==> config.mk <==
export PLATFORM = sky130hd
export DESIGN_NAME = switch_egress_xbar_flat
export DESIGN_NICKNAME = d
export VERILOG_FILES = /design/src/rtl/switch_egress_xbar_if.sv /design/src/rtl/switch_egress_xbar.sv /design/src/flat_wrapper.sv
export SDC_FILE = /design/constraint.sdc
export NUM_CORES = 1
export LEC_CHECK = 0
export ABC_CLOCK_PERIOD_IN_PS = 1990
export CAP_MARGIN = 10
export CORE_MARGIN = 2
export CORE_UTILIZATION = 40
export DETAILED_ROUTE_END_ITERATION = 6
export PLACE_DENSITY = 0.7
export SLEW_MARGIN = 20
export SYNTH_ARGS = -nofsm -noshare
export SYNTH_HDL_FRONTEND = slang
export SYNTH_SLANG_ARGS = --single-unit
export TNS_END_PERCENT = 30
==> constraint.sdc <==
create_clock -name clk -period 1.99 [get_ports clk]
set_clock_uncertainty 0.1 [all_clocks]
set_input_delay 0.398 -clock clk [delete_from_list [all_inputs] [get_ports clk]]
set_output_delay 0.398 -clock clk [all_outputs]
set_load 0.01 [all_outputs]
==> src/rtl/switch_egress_xbar_if.sv <==
// Scheduler/FIFO/sink-facing signal bundle of the 3-port egress crossbar.
// The master side drives selects, FIFO read data and sink ready; the slave side is the crossbar.
interface switch_egress_xbar_if #(
    parameter int DATA_W = 8,
    parameter int CNT_W  = 16
);
    logic [1:0]        sel1, sel2, sel3;
    logic [DATA_W-1:0] q1, q2, q3;
    logic              rdreq1, rdreq2, rdreq3;
    logic [DATA_W-1:0] out_data1, out_data2, out_data3;
    logic              out_valid1, out_valid2, out_valid3;
    logic              out_ready1, out_ready2, out_ready3;
    logic              out_full1, out_full2, out_full3;
    logic              conflict_err;
    logic [CNT_W-1:0]  cnt1, cnt2, cnt3;

    modport master (
        output sel1, sel2, sel3, q1, q2, q3, out_ready1, out_ready2, out_ready3,
        input  rdreq1, rdreq2, rdreq3, out_data1, out_data2, out_data3,
        input  out_valid1, out_valid2, out_valid3, out_full1, out_full2, out_full3,
        input  conflict_err, cnt1, cnt2, cnt3
    );

    modport slave (
        input  sel1, sel2, sel3, q1, q2, q3, out_ready1, out_ready2, out_ready3,
        output rdreq1, rdreq2, rdreq3, out_data1, out_data2, out_data3,
        output out_valid1, out_valid2, out_valid3, out_full1, out_full2, out_full3,
        output conflict_err, cnt1, cnt2, cnt3
    );
endinterface

==> src/rtl/switch_egress_xbar.sv <==
// Egress crossbar: turns per-output select codes into FIFO read requests and buffers words per output.
// Optional forwarded-word counters are built only when XBAR_STATS_EN is defined.
module switch_egress_xbar #(
    parameter int DATA_W = 8,
    parameter int DEPTH  = 2,
    parameter int CNT_W  = 16
) (
    input  logic                clk,
    input  logic                rst_n,
    switch_egress_xbar_if.slave bus
);
    localparam int PTR_W = (DEPTH > 1) ? $clog2(DEPTH) : 1;
    localparam int OCC_W = $clog2(DEPTH + 1);

    logic [1:0]        sel [3];
    logic [DATA_W-1:0] q   [3];
    logic [2:0]        ready;

    assign sel[0] = bus.sel1;
    assign sel[1] = bus.sel2;
    assign sel[2] = bus.sel3;
    assign q[0]   = bus.q1;
    assign q[1]   = bus.q2;
    assign q[2]   = bus.q3;
    assign ready  = {bus.out_ready3, bus.out_ready2, bus.out_ready1};

    logic [DATA_W-1:0] mem [3][DEPTH];
    logic [PTR_W-1:0]  wp [3];
    logic [PTR_W-1:0]  rp [3];
    logic [OCC_W-1:0]  occ [3];
    logic [1:0]        pend_src [3];
    logic [2:0]        pend;
    logic [2:0]        full, valid, pop, acc_raw, acc, rdreq;
    logic              conflict, conflict_err;

    always_comb begin
        full     = '0;
        valid    = '0;
        pop      = '0;
        acc_raw  = '0;
        acc      = '0;
        rdreq    = '0;
        conflict = 1'b0;
        for (int k = 0; k < 3; k++) begin
            full[k]    = ({1'b0, occ[k]} + (OCC_W+1)'(pend[k])) >= (OCC_W+1)'(DEPTH);
            valid[k]   = (occ[k] != '0);
            pop[k]     = valid[k] && ready[k];
            acc_raw[k] = (sel[k] != 2'd0) && !full[k];
        end
        // Lower-numbered output keeps a contested source; higher ones drop their grant.
        for (int k = 0; k < 3; k++) begin
            acc[k] = acc_raw[k];
            for (int j = 0; j < k; j++) begin
                if (acc_raw[j] && acc_raw[k] && (sel[j] == sel[k])) begin
                    acc[k]   = 1'b0;
                    conflict = 1'b1;
                end
            end
        end
        for (int i = 0; i < 3; i++) begin
            for (int k = 0; k < 3; k++) begin
                if (acc[k] && (sel[k] == 2'(i + 1))) rdreq[i] = 1'b1;
            end
        end
    end

    always_ff @(posedge clk) begin
        if (!rst_n) begin
            pend         <= '0;
            conflict_err <= 1'b0;
            for (int k = 0; k < 3; k++) begin
                wp[k]       <= '0;
                rp[k]       <= '0;
                occ[k]      <= '0;
                pend_src[k] <= '0;
            end
        end else begin
            pend         <= acc;
            conflict_err <= conflict_err | conflict;
            for (int k = 0; k < 3; k++) begin
                pend_src[k] <= sel[k];
                if (pend[k]) begin
                    mem[k][wp[k]] <= q[pend_src[k] - 2'd1];
                    wp[k]         <= wp[k] + 1'b1;
                end
                if (pop[k]) rp[k] <= rp[k] + 1'b1;
                occ[k] <= occ[k] + OCC_W'(pend[k]) - OCC_W'(pop[k]);
            end
        end
    end

    assign bus.rdreq1       = rdreq[0];
    assign bus.rdreq2       = rdreq[1];
    assign bus.rdreq3       = rdreq[2];
    assign bus.out_valid1   = valid[0];
    assign bus.out_valid2   = valid[1];
    assign bus.out_valid3   = valid[2];
    assign bus.out_full1    = full[0];
    assign bus.out_full2    = full[1];
    assign bus.out_full3    = full[2];
    assign bus.conflict_err = conflict_err;
    // Data is forced to zero while a buffer is empty so reset and idle read back as 0.
    assign bus.out_data1    = valid[0] ? mem[0][rp[0]] : '0;
    assign bus.out_data2    = valid[1] ? mem[1][rp[1]] : '0;
    assign bus.out_data3    = valid[2] ? mem[2][rp[2]] : '0;

`ifdef XBAR_STATS_EN
    logic [CNT_W-1:0] cnt [3];

    always_ff @(posedge clk) begin
        if (!rst_n) begin
            for (int k = 0; k < 3; k++) cnt[k] <= '0;
        end else begin
            for (int k = 0; k < 3; k++) begin
                if (pop[k] && (cnt[k] != '1)) cnt[k] <= cnt[k] + 1'b1;
            end
        end
    end

    assign bus.cnt1 = cnt[0];
    assign bus.cnt2 = cnt[1];
    assign bus.cnt3 = cnt[2];
`else
    assign bus.cnt1 = '0;
    assign bus.cnt2 = '0;
    assign bus.cnt3 = '0;
`endif
endmodule

==> src/flat_wrapper.sv <==
// flat-port wrapper written by rule: the top's interface ports become plain ports
module switch_egress_xbar_flat 
#(
    parameter int DATA_W = 8,
    parameter int DEPTH  = 2,
    parameter int CNT_W  = 16
)
  (clk, rst_n, bus_sel1, bus_sel2, bus_sel3, bus_q1, bus_q2, bus_q3, bus_out_ready1, bus_out_ready2, bus_out_ready3, bus_rdreq1, bus_rdreq2, bus_rdreq3, bus_out_data1, bus_out_data2, bus_out_data3, bus_out_valid1, bus_out_valid2, bus_out_valid3, bus_out_full1, bus_out_full2, bus_out_full3, bus_conflict_err, bus_cnt1, bus_cnt2, bus_cnt3);
  switch_egress_xbar_if #(.DATA_W(DATA_W), .CNT_W(CNT_W)) bus_i ();
  input  logic clk;
  input  logic rst_n;
  input wire logic [$bits(bus_i.sel1)-1:0] bus_sel1;
  input wire logic [$bits(bus_i.sel2)-1:0] bus_sel2;
  input wire logic [$bits(bus_i.sel3)-1:0] bus_sel3;
  input wire logic [$bits(bus_i.q1)-1:0] bus_q1;
  input wire logic [$bits(bus_i.q2)-1:0] bus_q2;
  input wire logic [$bits(bus_i.q3)-1:0] bus_q3;
  input wire logic [$bits(bus_i.out_ready1)-1:0] bus_out_ready1;
  input wire logic [$bits(bus_i.out_ready2)-1:0] bus_out_ready2;
  input wire logic [$bits(bus_i.out_ready3)-1:0] bus_out_ready3;
  output wire logic [$bits(bus_i.rdreq1)-1:0] bus_rdreq1;
  output wire logic [$bits(bus_i.rdreq2)-1:0] bus_rdreq2;
  output wire logic [$bits(bus_i.rdreq3)-1:0] bus_rdreq3;
  output wire logic [$bits(bus_i.out_data1)-1:0] bus_out_data1;
  output wire logic [$bits(bus_i.out_data2)-1:0] bus_out_data2;
  output wire logic [$bits(bus_i.out_data3)-1:0] bus_out_data3;
  output wire logic [$bits(bus_i.out_valid1)-1:0] bus_out_valid1;
  output wire logic [$bits(bus_i.out_valid2)-1:0] bus_out_valid2;
  output wire logic [$bits(bus_i.out_valid3)-1:0] bus_out_valid3;
  output wire logic [$bits(bus_i.out_full1)-1:0] bus_out_full1;
  output wire logic [$bits(bus_i.out_full2)-1:0] bus_out_full2;
  output wire logic [$bits(bus_i.out_full3)-1:0] bus_out_full3;
  output wire logic [$bits(bus_i.conflict_err)-1:0] bus_conflict_err;
  output wire logic [$bits(bus_i.cnt1)-1:0] bus_cnt1;
  output wire logic [$bits(bus_i.cnt2)-1:0] bus_cnt2;
  output wire logic [$bits(bus_i.cnt3)-1:0] bus_cnt3;
  assign bus_i.sel1 = bus_sel1;
  assign bus_i.sel2 = bus_sel2;
  assign bus_i.sel3 = bus_sel3;
  assign bus_i.q1 = bus_q1;
  assign bus_i.q2 = bus_q2;
  assign bus_i.q3 = bus_q3;
  assign bus_i.out_ready1 = bus_out_ready1;
  assign bus_i.out_ready2 = bus_out_ready2;
  assign bus_i.out_ready3 = bus_out_ready3;
  assign bus_rdreq1 = bus_i.rdreq1;
  assign bus_rdreq2 = bus_i.rdreq2;
  assign bus_rdreq3 = bus_i.rdreq3;
  assign bus_out_data1 = bus_i.out_data1;
  assign bus_out_data2 = bus_i.out_data2;
  assign bus_out_data3 = bus_i.out_data3;
  assign bus_out_valid1 = bus_i.out_valid1;
  assign bus_out_valid2 = bus_i.out_valid2;
  assign bus_out_valid3 = bus_i.out_valid3;
  assign bus_out_full1 = bus_i.out_full1;
  assign bus_out_full2 = bus_i.out_full2;
  assign bus_out_full3 = bus_i.out_full3;
  assign bus_conflict_err = bus_i.conflict_err;
  assign bus_cnt1 = bus_i.cnt1;
  assign bus_cnt2 = bus_i.cnt2;
  assign bus_cnt3 = bus_i.cnt3;
  switch_egress_xbar #(.DATA_W(DATA_W), .DEPTH(DEPTH), .CNT_W(CNT_W)) u_core (.clk(clk), .rst_n(rst_n), .bus(bus_i));
endmodule
# Yosys cells after proc, flatten, opt, wreduce, memory -nomap -nowiden
# Memory sizes are Yosys's and may differ from the RTL's.
# Index checks and enable logic that the tools add are counted.
[word_totals]
rom_bits = 0
register_bits = 4
mem_count = 5
latch_bits = 0
out_inout_bits = 82
ram_bits = 66
[mem_list]
columns = ["name", "depth", "width", "rd", "rd_clocked_by_memory_dff", "write_ports", "line_no", "rtl"]
rows = [
  ["u_core.mem", 3, 16, 3, 0, 3, "switch_egress_xbar.sv:27", "logic [DATA_W-1:0] mem [3][DEPTH];"],
  ["u_core.occ", 3, 2, 3, 0, 3, "switch_egress_xbar.sv:30", "logic [OCC_W-1:0] occ [3];"],
  ["u_core.pend_src", 3, 2, 3, 0, 3, "switch_egress_xbar.sv:31", "logic [1:0] pend_src [3];"],
  ["u_core.rp", 3, 1, 3, 0, 3, "switch_egress_xbar.sv:29", "logic [PTR_W-1:0] rp [3];"],
  ["u_core.wp", 3, 1, 3, 0, 3, "switch_egress_xbar.sv:28", "logic [PTR_W-1:0] wp [3];"],
]
[classes]
eq_ne = 12
n_div = 0
shift = 0
n_addsub = 18
mux = 77
n_bitwise = 22
order_cmp = 15
mul = 0
reduce_logical = 33
[op_table]
columns = ["op", "count"]
rows = [
  ["two-way mux 8 bit", 21],
  ["binary-select mux 8 bit (select 2 bit)", 3],
  ["two-way mux 16 bit", 3],
  ["two-way mux 1 bit", 41],
  ["demux 8 bit (select 1 bit)", 3],
  ["logical AND 1 bit", 24],
  ["bitwise OR 1 bit", 13],
  ["== test 2 bit, second input constant", 6],
  [">= comparator 2 bit, second input constant", 6],
  ["two-way mux 2 bit", 6],
  ["NOT 1 -> 2 bit", 6],
  ["nonzero test 2 bit", 6],
  ["adder 2 x 1 -> 3 bit", 3],
  [">= comparator 3 x 2 -> 1 bit, second input constant", 3],
  [">= comparator 3 bit, second input constant", 3],
  ["NOT 2 -> 3 bit", 3],
  ["adder 1 bit, second input constant", 6],
  ["adder 2 x 1 -> 2 bit", 3],
  ["== test 2 x 1 -> 1 bit, second input constant", 3],
  ["== test 2 bit", 3],
  ["less-than comparator 2 x 1 -> 1 bit, second input constant", 3],
  ["subtractor 2 x 1 -> 2 bit", 3],
  ["subtractor 2 x 1 -> 2 bit, second input constant", 3],
  ["logical NOT 1 bit", 3],
]

# Logic depth before layout (Yosys ltp)
# Gate-level depths: netlist of the first run.
# An unclocked memory read counts as a cell.
[depth]
depth_word = 11
mapped_depth = 7

# Least setup slack after synthesis of the first run
# OpenSTA, ideal clock, no wires.
[synth_timing]
path_kind = "input -> register"
start = "in rst_n"
end = "mem u_core.mem[0][10] (netlist bit), enable pin"
slack_ps = 256
setup_time_ps = 370
t_required_ps = 1520
path_stages = 4
t_arrival_ps = 1264
cell_sequence = "clkbuf_1 > buf_2 > nand2_1 > nor2_1"
[synth_rtl]
columns = ["item", "line_no", "rtl"]
rows = [
  ["from (decl)", "flat_wrapper.sv:11", "input logic rst_n;"],
  ["to (decl)", "switch_egress_xbar.sv:27", ""],
]

# Worst setup path after layout of the first run
[layout_timing]
start = "in bus_sel2[0]"
end = "out bus_rdreq3"
[layout_between]
elab_chain_cells = 8
[layout_lines]
columns = ["item", "line_no", "rtl"]
rows = [
  ["from (decl)", "flat_wrapper.sv:13", "input wire logic [$bits(bus_i.sel2)-1:0] bus_sel2;"],
  ["nonzero test 2 bit", "switch_egress_xbar.sv:48", "acc_raw[k] = (sel[k] != 2'd0) && !full[k];"],
  ["logical AND 1 bit", "switch_egress_xbar.sv:48", ""],
  ["logical AND 1 bit (2 in a row)", "switch_egress_xbar.sv:54", "if (acc_raw[j] && acc_raw[k] && (sel[j] == sel[k])) begin"],
  ["two-way mux 1 bit", "switch_egress_xbar.sv:54", ""],
  ["logical AND 1 bit", "switch_egress_xbar.sv:62", "if (acc[k] && (sel[k] == 2'(i + 1))) rdreq[i] = 1'b1;"],
  ["two-way mux 1 bit", "switch_egress_xbar.sv:62", ""],
  ["two-way mux 1 bit *", "switch_egress_xbar.sv:62", ""],
  ["to (decl)", "flat_wrapper.sv:23", "output wire logic [$bits(bus_i.rdreq3)-1:0] bus_rdreq3;"],
]
# Mark *: on every way between the ends. The rest lies on a longest branch, timed or not.

==> impl_metrics.yaml, run 1 <==
global_route:
  grt_pass1_wl_um: 13000
  antenna_found_initial: 0
  grt_usage: 0.165
  grt-ovfl-total: 0
  grt_pass1_vias: 2684
  grt_max_degree: 14
cells_and_area:
  final_cell_area_mm2: 0.00522
  antenna_cells: 0
  drive_gt1_frac: 0.289
  instances_no_fill: 597
  final_util: 0.542
  fin_nets: 500
  area_growth_pct: 32.9
  n_fill_cell: 868
die:
  die_w_um: 103
  core_area_mm2: 0.00964
  die_area_mm2: 0.0106
  rows: 36
  dieHeight_um: 103
  io_pins: 117
  start_util: 0.408
sta:
  setup_slack_ns: 0.0460
  finalHoldWorstSlack_ns: 0.412
  rsz0062_at_grt: "true"
  tns_ns: 0
  max_freq_mhz: 514
  period_minus_slack_ns: 1.94
  maxSlewViolCount: 0
  fin_crit_sh: 0.977
  setup_violations: 0
  finalHoldViolCount: 0
worst_hold_path:
  worstHoldStart: "bus_sel3[0]"
  hp-class: "input pin to flip-flop"
clock_network:
  cts.sinks: 70
  cts_max_level: 3
  clkLatencyLatePin_ns: 0.34
  cts-root-buf: "clkbuf_8"
  numCtsBuffers: 9
  clock_path_buffers: 2
  cts_tree: "done"
  clkTransAtPathRegs_ns: 0.07
critical_path:
  cp-start-kind: "input pin"
  cp_max_fo: 5
  path_cells: "dlygate4sd2_1 > o21a_1 > a32o_2 > o21ai_2 > buf_2"
  rr_startpoint: "u_core.occ[0][1]"
  cp-startpoint: "bus_sel2[0]"
  arrival_ns: 1.45
  cp-end-kind: "primary output"
  cpPeakStageDelay_ns: 0.30
  worstPathRequired_ns: 1.49
  path_class: "input pin to primary output"
  crit_slowest_cell: "dlygate4sd2_1"
placed_design:
  dp_slack_ns: -0.635
  placed_cell_area_mm2: 0.00479
  dp.final_hpwl_um: 6380
  dpl.cell_count: 562
  gp_congestion: 0.871
  port_buffers: 68
yosys:
  syn_avg_cell_area_um2: 11.4
  yosys.area.top_type: "edfxtp_1"
  synth_top_area_frac: 0.413
  synth_most_common_cell: "edfxtp_1"
  synth_cells: 345
  ys_types: 36
  async_reset_ff_frac: 0
  synth_edf_count: 54
  synth_warnings: 0
  synthTopCellsByCount: "edfxtp_1 (54), buf_4 (50), nor2_1 (38)"
  synthFlopType: "edfxtp_1"
  synth_seq_cells: 70
  ys_seq_area_frac: 0.494
  syn-cell-area_mm2: 0.00393
  synthTopCellsByArea: "edfxtp_1 (41%), buf_4 (9.6%), dfxtp_1 (8.2%), mux2_2 (6.9%), mux2i_1 (6.1%)"
detailed_routing:
  wl_met1_um: 3670
  wl_um: 8630
  wl_per_cell_um: 14.5
  wl_met3_um: 486
  drt_iter0_markers: 96
  dr.pass1.iters: 4
  top_layer: "met4"
  wl_met2_um: 4400
  drc: 0
  vias: 2700
  vias_per_cell: 4.52
  ant_nets: 0
power:
  power_mw: 5.40
  ir_drop_v: 0.000428
  switching_share: 0.317
  power.net_switching_mw: 1.71
  power_density_mw_per_mm2: 1030
  cellLeakagePower_nw: 2.24
  clockPowerShare: 0.232
  internal_power_mw: 3.69
  p_comb_frac: 0.407
  seq_power_share: 0.360
job:
  cap_violations: 0
run_status:
  outcome: "complete, no violations"
[state kept, by name, summed over array words and instances (netlist names)]
name and flops:
u_core.bus.conflict_err 1, u_core.mem 48, u_core.occ 6, u_core.pend 3, u_core.pend_src 6, u_core.rp 3, u_core.wp 3
[layout make-up]
| cell class | instances | area (µm²) | share of cell area |
|---|---|---|---|
| clock buffer | 9 | 124 | 0.0237 |
| clock inverter | 7 | 98.8 | 0.0189 |
| inverter | 17 | 63.8 | 0.0122 |
| multi-input combinational | 236 | 1710 | 0.328 |
| sequential | 70 | 1950 | 0.374 |
| tap | 133 | 166 | 0.0319 |
| timing repair buffer | 125 | 1100 | 0.211 |
[routing by layer]
layer,vias to the layer above,track usage
met1,1267,0.203
met5,-,0
met4,0,0.0455
met2,84,0.290
met3,8,0.0366
li1,1341,-
[layout by cell type (no fill, tap or decap), types with 5 or more instances in the layout]
| cell | n |
|---|---|
| a22o_1 | 25 |
| and2_1 | 13 |
| buf_4 | 50 |
| clkbuf_2 | 8 |
| clkbuf_8 | 9 |
| clkdlybuf4s15_1 | 15 |
| clkdlybuf4s50_1 | 30 |
| conb_1 | 48 |
| dfxtp_1 | 10 |
| dfxtp_2 | 5 |
| dlygate4sd2_1 | 11 |
| edfxtp_1 | 54 |
| ha_1 | 6 |
| inv_1 | 17 |
| mux2_2 | 24 |
| mux2i_1 | 21 |
| nand2_1 | 9 |
| nor2_1 | 35 |
| xnor2_1 | 8 |
[cell families (layout without fill, tap and decap cells)]
kind of cell               Yosys count  count (layout)  share of synthesized area
AOI/OAI and AO/OA                   47              47                     0.0939
xor gates and xnor gates            11              11                     0.0302
adders and majority gates            6               6                     0.0191
buffers and inverters               86             158                      0.139
DFF                                 70              70                      0.494
muxes                               48              48                      0.130
other                                1              48                   0.000954
and+or+nand+nor                     76              76                     0.0926
[power by group through the flow]
stage	sequential [mW]	clock [mW]	combinational, mW
after floorplan	1.89	0	1.13
after global placement	1.95	0	2.00
after CTS	1.93	1.28	2.10
after global routing	1.97	1.34	2.43
after detailed placement	1.95	0	2.04
final	1.95	1.26	2.20
[what timing repair did]
action                                  CTS  global route
resized for setup                        62            46
buffers inserted                         15             4
hold buffers                              0             0
pin swaps                                 6            10
endpoints found under the setup margin   33            27
[final timing paths]
check | slack, ns | endpoint | depth (start not counted)
setup / recovery | 0.05 | bus_rdreq3 | 5
hold / removal | 0.41 | u_core.pend_src[0][4] | 3
setup reg to reg | 0.18 | u_core.occ[0][1] | 8
hold reg to reg | 0.48 | u_core.wp[0][1] | 1
[worst max-delay path: cells and delay by family]
family          cells  cell delay (ns)
compound gates      3             0.60
buf+inv             2             0.44
(Power assumes the default switching activity.)
==> run 2: changes to the inputs <==
CORE_UTILIZATION = 48   (was 40)
HOLD_SLACK_MARGIN = 0.12   (was default)
PLACE_DENSITY = 0.81   (was 0.7)
TNS_END_PERCENT = default   (was 30)
==> run 2 against run 1 <==
Against the previous run:
- hold slack better by 0.044 ns
- register-to-register slack better by 0.02 ns
- combinational power down 5%
- first-iteration DRC count up 18%
- largest power group unchanged
- non-clock buffer count down 9
==> impl_metrics.yaml, run 2 (same netlist as run 1, synthesis figures left out) <==
run_status:
  outcome: "complete, no violations"
cells_and_area:
  drive_gt1_frac: 0.244
  largest_reg_flops: 48
  final_common_cell: "edfxtp_1"
  area_growth_pct: 26.8
  fin_nets: 491
  final_cell_area_mm2: 0.00498
  antenna_cells: 0
  layout_common_cells: "edfxtp_1 (54), conb_1 (48), buf_4 (44)"
  final_util: 0.616
  n_fill_cell: 667
global_route:
  grt-ovfl-total: 0
  grt_pass1_wl_um: 12500
  grt_pass1_vias: 2594
  grt_usage: 0.190
  antenna_found_initial: 0
  grt_max_degree: 15
critical_path:
  worstPathRequired_ns: 1.49
  crit_buf_inv: 2
  crit_family: "compound AO/OA/AOI/OAI gates"
  path_cells: "clkdlybuf4s15_2 > o21a_1 > a32o_2 > o21ai_1 > buf_2"
  r2r_cells: 8
  crit_slowest_cell: "clkdlybuf4s15_2"
  cpPeakStageDelay_ns: 0.28
  r2r_slack_ns: 0.20
  cp-end-kind: "primary output"
  cp_max_fo: 8
  worstReg2RegEnd: "u_core.occ[0][1]"
  rr_startpoint: "u_core.occ[0][0]"
  cp.depth: 5
  path_class: "input pin to primary output"
  cp-start-kind: "input pin"
  arrival_ns: 1.48
power:
  power.net_switching_mw: 1.60
  ir_drop_v: 0.000513
  power_mw: 4.94
  switching_share: 0.323
  clockPowerShare: 0.183
  cellLeakagePower_nw: 2.20
  p_comb_frac: 0.425
  internal_power_mw: 3.34
  seq_power_share: 0.392
  power_density_mw_per_mm2: 991
job:
  cap_violations: 0
clock_network:
  postCtsHoldBufs: 0
  clkLatencyLatePin_ns: 0.33
  cts-root-buf: "clkbuf_8"
  cts.sinks: 70
  cts_tree: "done"
  cts_max_level: 3
  numCtsBuffers: 9
  clkTransAtPathRegs_ns: 0.06
  clock_path_buffers: 2
detailed_routing:
  dr.pass1.iters: 4
  wl_met3_um: 704
  drt_iter0_markers: 113
  drc: 0
  vias_per_cell: 4.88
  wl_met1_um: 3190
  top_layer: "met4"
  ant_nets: 0
  vias: 2726
  wl_per_cell_um: 14.9
  wl_met2_um: 4290
  wl_um: 8350
worst_hold_path:
  min_to: "u_core.pend_src[0][3]"
  hold_depth: 2
  worstHoldStart: "bus_sel2[1]"
  hp-class: "input pin to flip-flop"
sta:
  finalHoldViolCount: 0
  finalHoldWorstSlack_ns: 0.457
  maxSlewViolCount: 0
  tns_ns: 0
  fin_crit_sh: 0.995
  max_freq_mhz: 505
  setup_violations: 0
  period_minus_slack_ns: 1.98
  rsz0062_at_grt: "true"
placed_design:
  gp_congestion: 0.842
  dp.final_hpwl_um: 6290
  port_buffers: 68
  placed_cell_area_mm2: 0.00472
die:
  die_area_mm2: 0.00893
  io_pins: 117
  core_area_mm2: 0.00809
  die_w_um: 94.5
  dieHeight_um: 94.5
  rows: 33
  start_util: 0.486
[run 2: cell types whose count changed in the layout (fill, tap and decap cells not counted), sizes merged, moves of 2 or more]
cell / change
dlygate4sd2: +14
buf: -10
clkdlybuf4s15: -10
bufinv: -2
[run 2: what timing repair did]
item | CTS | global route
resized for setup | 60 | 22
pin swaps | 5 | 2
buffers inserted | 10 | 4
endpoints found under the setup margin | 33 | 16
[run 2: worst max path at each step]
stage                     start  slack (ns)                 to
2_1_floorplan             rst_n        0.26  u_core.mem[0][10]
4_1_cts          u_core.pend[1]     -0.0003         bus_rdreq2
6_report            bus_sel2[1]        0.01         bus_rdreq1
3_5_place_dp        bus_sel2[1]       -0.74         bus_rdreq1
5_1_grt        u_core.occ[0][2]       -0.05         bus_rdreq1
3_3_place_gp        bus_sel2[1]       -0.66         bus_rdreq1
[run 2: power by group through the flow]
| stage | sequential, mW | combinational [mW] | clock, mW |
|---|---|---|---|
| 2_1_floorplan | 1.89 | 1.13 | 0 |
| 3_3_place_gp | 1.96 | 1.94 | 0 |
| 3_5_place_dp | 1.97 | 1.99 | 0 |
| 4_1_cts | 1.92 | 2.03 | 0.921 |
| 5_1_grt | 1.95 | 2.30 | 0.989 |
| 6_report | 1.93 | 2.10 | 0.906 |
[run 2: per-stage QoR]
stage	std cells	setup slack (ns)
6_report	559	0.0108
5_1_grt	559	-0.0489
4_1_cts	555	-0.000269
3_5_place_dp	530	-0.743
3_3_place_gp	530	-0.665
2_1_floorplan	392	0.256
[run 2: cell type report]
cell class | count | area (µm²) | area share
well taps | 105 | 131 | 0.0264
clock buffers | 12 | 135 | 0.0271
multi-input cells | 236 | 1670 | 0.335
inverters | 17 | 63.8 | 0.0128
flip-flops and latches | 70 | 1950 | 0.392
clock inverters | 3 | 12.5 | 0.00251
repair buffers | 116 | 1020 | 0.205
[run 2: per-layer routing]
metal,vias up,track usage
met2,117,0.339
met4,0,0.0797
met1,1271,0.213
met3,14,0.0535
met5,-,0
li1,1324,-
